==> config.mk <==
export PLATFORM = sky130hd
export DESIGN_NAME = core_avl_arbiter
export DESIGN_NICKNAME = d
export VERILOG_FILES = /design/src/rtl/core_avl_arbiter.sv
export SDC_FILE = /design/constraint.sdc
export NUM_CORES = 1
export LEC_CHECK = 0
export ABC_AREA = 0
export BUFFER_PORTS_ARGS = -buffer_cell sky130_fd_sc_hd__buf_2
export CAP_MARGIN = 20
export CORE_AREA = 3 3 122 124
export DETAILED_ROUTE_END_ITERATION = 8
export DIE_AREA = 0 0 125 127
export PLACE_DENSITY_LB_ADDON = 0.08
export SYNTH_ARGS = -nofsm -noshare
export SYNTH_HDL_FRONTEND = slang
export SYNTH_SLANG_ARGS = --single-unit
==> constraint.sdc <==
create_clock -name clk -period 4.08 [get_ports clk]
set_input_delay 0.816 -clock clk [delete_from_list [all_inputs] [get_ports clk]]
set_output_delay 0.816 -clock clk [all_outputs]
set_load 0.1 [all_outputs]
==> src/rtl/core_avl_arbiter.sv <==
// Two-master / one-slave Avalon-style arbiter with in-order read response routing.
// m0 = instruction fetch, m1 = memory stage. A small ID FIFO remembers which
// master issued each accepted read, so returning beats go back to the right port.
module core_avl_arbiter #(
    parameter int MAX_OUTSTANDING = 4,
    parameter int FIXED_PRIORITY  = 0
) (
    input  logic                               clk,
    input  logic                               rest,
    input  logic [31:0]                        m0_address,
    input  logic [3:0]                         m0_byte_en,
    input  logic                               m0_read,
    input  logic                               m0_write,
    input  logic [31:0]                        m0_write_data,
    output logic                               m0_request_ready,
    output logic [31:0]                        m0_read_data,
    output logic                               m0_read_data_valid,
    input  logic [31:0]                        m1_address,
    input  logic [3:0]                         m1_byte_en,
    input  logic                               m1_read,
    input  logic                               m1_write,
    input  logic [31:0]                        m1_write_data,
    output logic                               m1_request_ready,
    output logic [31:0]                        m1_read_data,
    output logic                               m1_read_data_valid,
    output logic [31:0]                        s_address,
    output logic [3:0]                         s_byte_en,
    output logic                               s_read,
    output logic                               s_write,
    output logic [31:0]                        s_write_data,
    input  logic                               s_request_ready,
    input  logic [31:0]                        s_read_data,
    input  logic                               s_read_data_valid,
    output logic [$clog2(MAX_OUTSTANDING):0]   outstanding,
    output logic                               resp_error
);
    localparam int PW = $clog2(MAX_OUTSTANDING);
    localparam int CW = PW + 1;
    localparam logic [PW-1:0] PTR_ONE = 1;
    localparam logic [CW-1:0] CNT_ONE = 1;
    localparam logic [CW-1:0] CNT_MAX = CW'(MAX_OUTSTANDING);

    logic [MAX_OUTSTANDING-1:0] id_mem;
    logic [PW-1:0]              wr_ptr, rd_ptr;
    logic [CW-1:0]              count;
    logic                       lock, lock_id, rr_ptr, resp_err_q;

    logic req0, req1, elig0, elig1, full, empty;
    logic grant, g_read, g_write, g_req, blocked, accept, push, pop, head;

    assign req0  = m0_read | m0_write;
    assign req1  = m1_read | m1_write;
    assign full  = (count == CNT_MAX);
    assign empty = (count == '0);
    // A read stuck behind a full FIFO steps out of arbitration so a write can pass.
    assign elig0 = req0 & ~(m0_read & full);
    assign elig1 = req1 & ~(m1_read & full);

    // Grant selection: lock first, then eligible requesters; idle parks on m1.
    always_comb begin
        grant = 1'b1;
        if (lock)
            grant = lock_id;
        else if (elig0 && elig1)
            grant = (FIXED_PRIORITY != 0) ? 1'b1 : rr_ptr;
        else if (elig0)
            grant = 1'b0;
        else if (elig1)
            grant = 1'b1;
        else if (req0 && !req1)
            grant = 1'b0;
    end

    // Command mux from the granted master onto the slave bus.
    always_comb begin
        s_address    = grant ? m1_address    : m0_address;
        s_byte_en    = grant ? m1_byte_en    : m0_byte_en;
        s_write_data = grant ? m1_write_data : m0_write_data;
        g_read       = grant ? m1_read       : m0_read;
        g_write      = grant ? m1_write      : m0_write;
        g_req        = grant ? req1          : req0;
    end

    assign blocked = g_read & full;
    assign s_read  = rest & g_read & ~blocked;
    assign s_write = rest & g_write;
    assign accept  = rest & s_request_ready & g_req & ~blocked;

    assign m0_request_ready = accept & ~grant;
    assign m1_request_ready = accept & grant;

    assign push = accept & g_read;
    assign pop  = rest & s_read_data_valid & ~empty;
    assign head = id_mem[rd_ptr];

    assign m0_read_data       = s_read_data;
    assign m1_read_data       = s_read_data;
    assign m0_read_data_valid = pop & ~head;
    assign m1_read_data_valid = pop & head;

    assign outstanding = count;
    assign resp_error  = resp_err_q;

    // Read-ID FIFO plus the sticky "beat with nothing outstanding" flag.
    always_ff @(posedge clk) begin
        if (!rest) begin
            id_mem     <= '0;
            wr_ptr     <= '0;
            rd_ptr     <= '0;
            count      <= '0;
            resp_err_q <= 1'b0;
        end else begin
            if (push) begin
                id_mem[wr_ptr] <= grant;
                wr_ptr         <= wr_ptr + PTR_ONE;
            end
            if (pop)
                rd_ptr <= rd_ptr + PTR_ONE;
            if (push && !pop)
                count <= count + CNT_ONE;
            else if (!push && pop)
                count <= count - CNT_ONE;
            if (s_read_data_valid && empty)
                resp_err_q <= 1'b1;
        end
    end

    // Grant lock while the slave stalls a presented command; round-robin pointer.
    always_ff @(posedge clk) begin
        if (!rest) begin
            lock    <= 1'b0;
            lock_id <= 1'b0;
            rr_ptr  <= 1'b1;
        end else if (accept) begin
            lock   <= 1'b0;
            rr_ptr <= ~grant;
        end else if ((s_read || s_write) && !s_request_ready) begin
            lock    <= 1'b1;
            lock_id <= grant;
        end
    end
endmodule

==> impl_metrics.env <==
export IMPL_outcome="completed"
export IMPL_yosysWarnings=0
export IMPL_relSlewSlack=0.599
export IMPL_syn2layout_area_growth_pct=57.2
export IMPL_max_slew_worst_pin_slew_ns=0.602
export IMPL_synth_area_um2=2570
export IMPL_first_global_vias=2421
export IMPL_dp_worst_setup_slack_ns=0.560
export IMPL_setup_violations=0
export IMPL_portBuffers=221
export IMPL_ctsResizeCount=0
export IMPL_timing_rr_end="outstanding[2]$_SDFFE_PN0P_"
export IMPL_fp_row_count=43
export IMPL_start_util=0.185
export IMPL_worst_setup_path_end_kind="output port"
export IMPL_nets=586
export IMPL_grt_overflow=0
export IMPL_clock_skew_ns=0.00724
export IMPL_synth_nets=429
export IMPL_p_leak_nw=2.05
export IMPL_cts_root_buf="clkbuf_16"
export IMPL_reg2regPathDepth=9
export IMPL_cap_violations=0
export IMPL_antenna_found_initial=0
export IMPL_ys_flop_type="dfxtp_1"
export IMPL_min_to="id_mem[1]$_SDFFE_PN0P_"
export IMPL_fin_crit_sh=0.862
export IMPL_min_from="id_mem[1]$_SDFFE_PN0P_"
export IMPL_final_layout_size_suffix_gt1_frac=0.734
export IMPL_slew_violations=0
export IMPL_hold_buffers=0
export IMPL_detail_route_wl_per_cell_um=17.9
export IMPL_finalCriticalPeriod_ns=3.52
export IMPL_fp_dieW_um=125
export IMPL_path_class="input port to output port"
export IMPL_grt_total_usage=0.122
export IMPL_fillers=1502
export IMPL_p_per_area_nw_per_um2=589
export IMPL_cts_buffer_depth=2
export IMPL_worstSetupStartpointType="input port"
export IMPL_hold_class="flip-flop to flip-flop"
export IMPL_ir_worst_vdd_mv=0.291
export IMPL_dp_hpwl_um=9080
export IMPL_place_congestion=0.819
export IMPL_whs_ns=0.464
export IMPL_n_antenna_cell=0
export IMPL_drc_errors=0
export IMPL_postSynthAreaPerCell_um2=10.4
export IMPL_yosysUniqueCellTypes=47
export IMPL_syn_inst=247
export IMPL_cts_setup_buffers=0
export IMPL_io_pins=318
export IMPL_synth_edf_count=0
export IMPL_numCtsBuffers=3
export IMPL_insertion_delay_ns=0.25
export IMPL_routed_wl_um=10400
export IMPL_grt_max_degree=25
export IMPL_dieArea_um2=15900
export IMPL_rsz0062_at_grt="false"
export IMPL_clkSinkCount=15
export IMPL_fin_ws_ns=0.562
export IMPL_vias_per_cell=4.01
export IMPL_async_reset_ff_frac=0
export IMPL_cts_reportedPaths_clkPinSlew_ns=0.05
export IMPL_clock_fmax_ghz=0.284
export IMPL_drt_iter0_markers=63
export IMPL_grt_pass1_wl_um=15300
export IMPL_finalPower_mw=2.38
export IMPL_vias=2336
export IMPL_regToRegStartpoint="lock$_SDFFE_PP0P_"
export IMPL_seq_area_frac_synth=0.117
export IMPL_hold_viol=0
export IMPL_core_um2=13900
export IMPL_reg2reg_slack_ns=0.95
export IMPL_synth_seq_cells=15
export IMPL_postRouteAntennaNets=0
export IMPL_critPathArrivalTime_ns=2.70
export IMPL_cp_max_fo=17
export IMPL_cts_tree="yes"
export IMPL_htree_levels=1
export IMPL_holdPathStages=2
export IMPL_drt_pass1_iter_count=4
export IMPL_fp_dieH_um=127
export IMPL_postLayoutCoreUtil=0.291
export IMPL_required_ns=3.26
export IMPL_fin_setup_tns_ns=0
[critical path: stages]
cell	delay (ns)
buf_2	0.13
or2_2	0.33
o31ai_1	0.30
or2_4	0.22
buf_12	0.18
buf_12	0.20
mux2_4	0.33
buf_12	0.17
[sequential cells by signal (all words and copies together) (netlist names)]
name	cells
wr_ptr	2
outstanding	3
id_mem	4
lock_id	1
rd_ptr	2
resp_error	1
rr_ptr	1
lock	1
[layout by cell type (no fill, tap or decap), types with 3 or more instances in the layout]
cell / synthesis / routed
inv_1: 4 / 4
ha_1: 5 / 5
nor3_1: 3 / 3
nand2_1: 12 / 12
nor2_1: 5 / 5
buf_4: 64 / 3
dfxtp_1: 15 / 15
mux2_1: 14 / 14
nor2b_1: 6 / 5
buf_2: 2 / 184
clkbuf_16: 0 / 3
mux2i_1: 7 / 7
buf_12: 0 / 40
a21oi_1: 3 / 3
and2_1: 5 / 5
a2111oi_4: 2 / 3
xnor2_1: 4 / 4
mux2_4: 55 / 55
[synthesized netlist by cell type, types with 2 or more instances]
cell type | number | area share
a2111oi_4 | 2 | 0.021
a211o_1 | 2 | 0.0068
a21oi_1 | 3 | 0.0058
and2_1 | 5 | 0.012
buf_2 | 2 | 0.0039
buf_4 | 64 | 0.19
buf_6 | 2 | 0.0088
buf_8 | 5 | 0.029
clkbuf_1 | 2 | 0.0029
dfxtp_1 | 15 | 0.12
ha_1 | 5 | 0.024
inv_1 | 4 | 0.0058
mux2_1 | 14 | 0.061
mux2_4 | 55 | 0.32
mux2i_1 | 7 | 0.027
nand2_1 | 12 | 0.018
nand3b_1 | 2 | 0.0058
nor2_1 | 5 | 0.0073
nor2b_1 | 6 | 0.015
nor3_1 | 3 | 0.0058
nor3b_1 | 2 | 0.0058
or3_1 | 2 | 0.0049
xnor2_1 | 4 | 0.014
[area by class of cell]
class | count | area [um2] | area share
Timing Repair Buffer | 227 | 1740 | 0.431
Inverter | 4 | 15.0 | 0.00371
Tap cell | 180 | 225 | 0.0557
Sequential cell | 15 | 300 | 0.0743
Clock inverter | 1 | 5.00 | 0.00124
Multi-Input combinational cell | 153 | 1680 | 0.415
Clock buffer | 3 | 75.1 | 0.0186
[routing by layer]
layer | wire length, um | up-vias | global-route usage
met5 | 0 | - | 0
met1 | 4260 | 1061 | 0.151
met4 | 96 | 0 | 0.0166
li1 | - | 1115 | -
met2 | 5100 | 152 | 0.209
met3 | 972 | 8 | 0.0447
[worst max-delay path by stage]
stage / startpoint / endpoint / cells after the start
finish: m1_write / s_address[6] / 8
detailed placement: m1_write / s_address[7] / 8
global placement: m1_write / s_address[2] / 8
global route: m1_write / s_address[2] / 8
CTS: m1_write / s_address[6] / 8
floorplan: outstanding[2]$_SDFFE_PN0P_ / m1_request_ready / 6
[power by group]
part | internal (mW) | switching, mW | total [mW]
Combinational | 0.642 | 1.35 | 1.99
Sequential | 0.167 | 0.0350 | 0.202
Clock | 0.131 | 0.0602 | 0.191
Total | 0.940 | 1.44 | 2.38
[metrics by stage]
stage / instances / instance area (um2)
after floorplan: 247 / 2590
after global placement: 579 / 3960
after detailed placement: 579 / 3960
after CTS: 583 / 4040
after global routing: 583 / 4040
final: 583 / 4040
[kinds of logic after synthesis]
kind of cell	Yosys count	share of synthesized area
mux	77	0.418
compound gates	20	0.0788
simple gates	45	0.0997
xor+xnor	5	0.0170
fa+ha+maj	6	0.0321
buf+inv	79	0.237
flops	15	0.117
No activity file was read; power rests on OpenSTA's default activity.
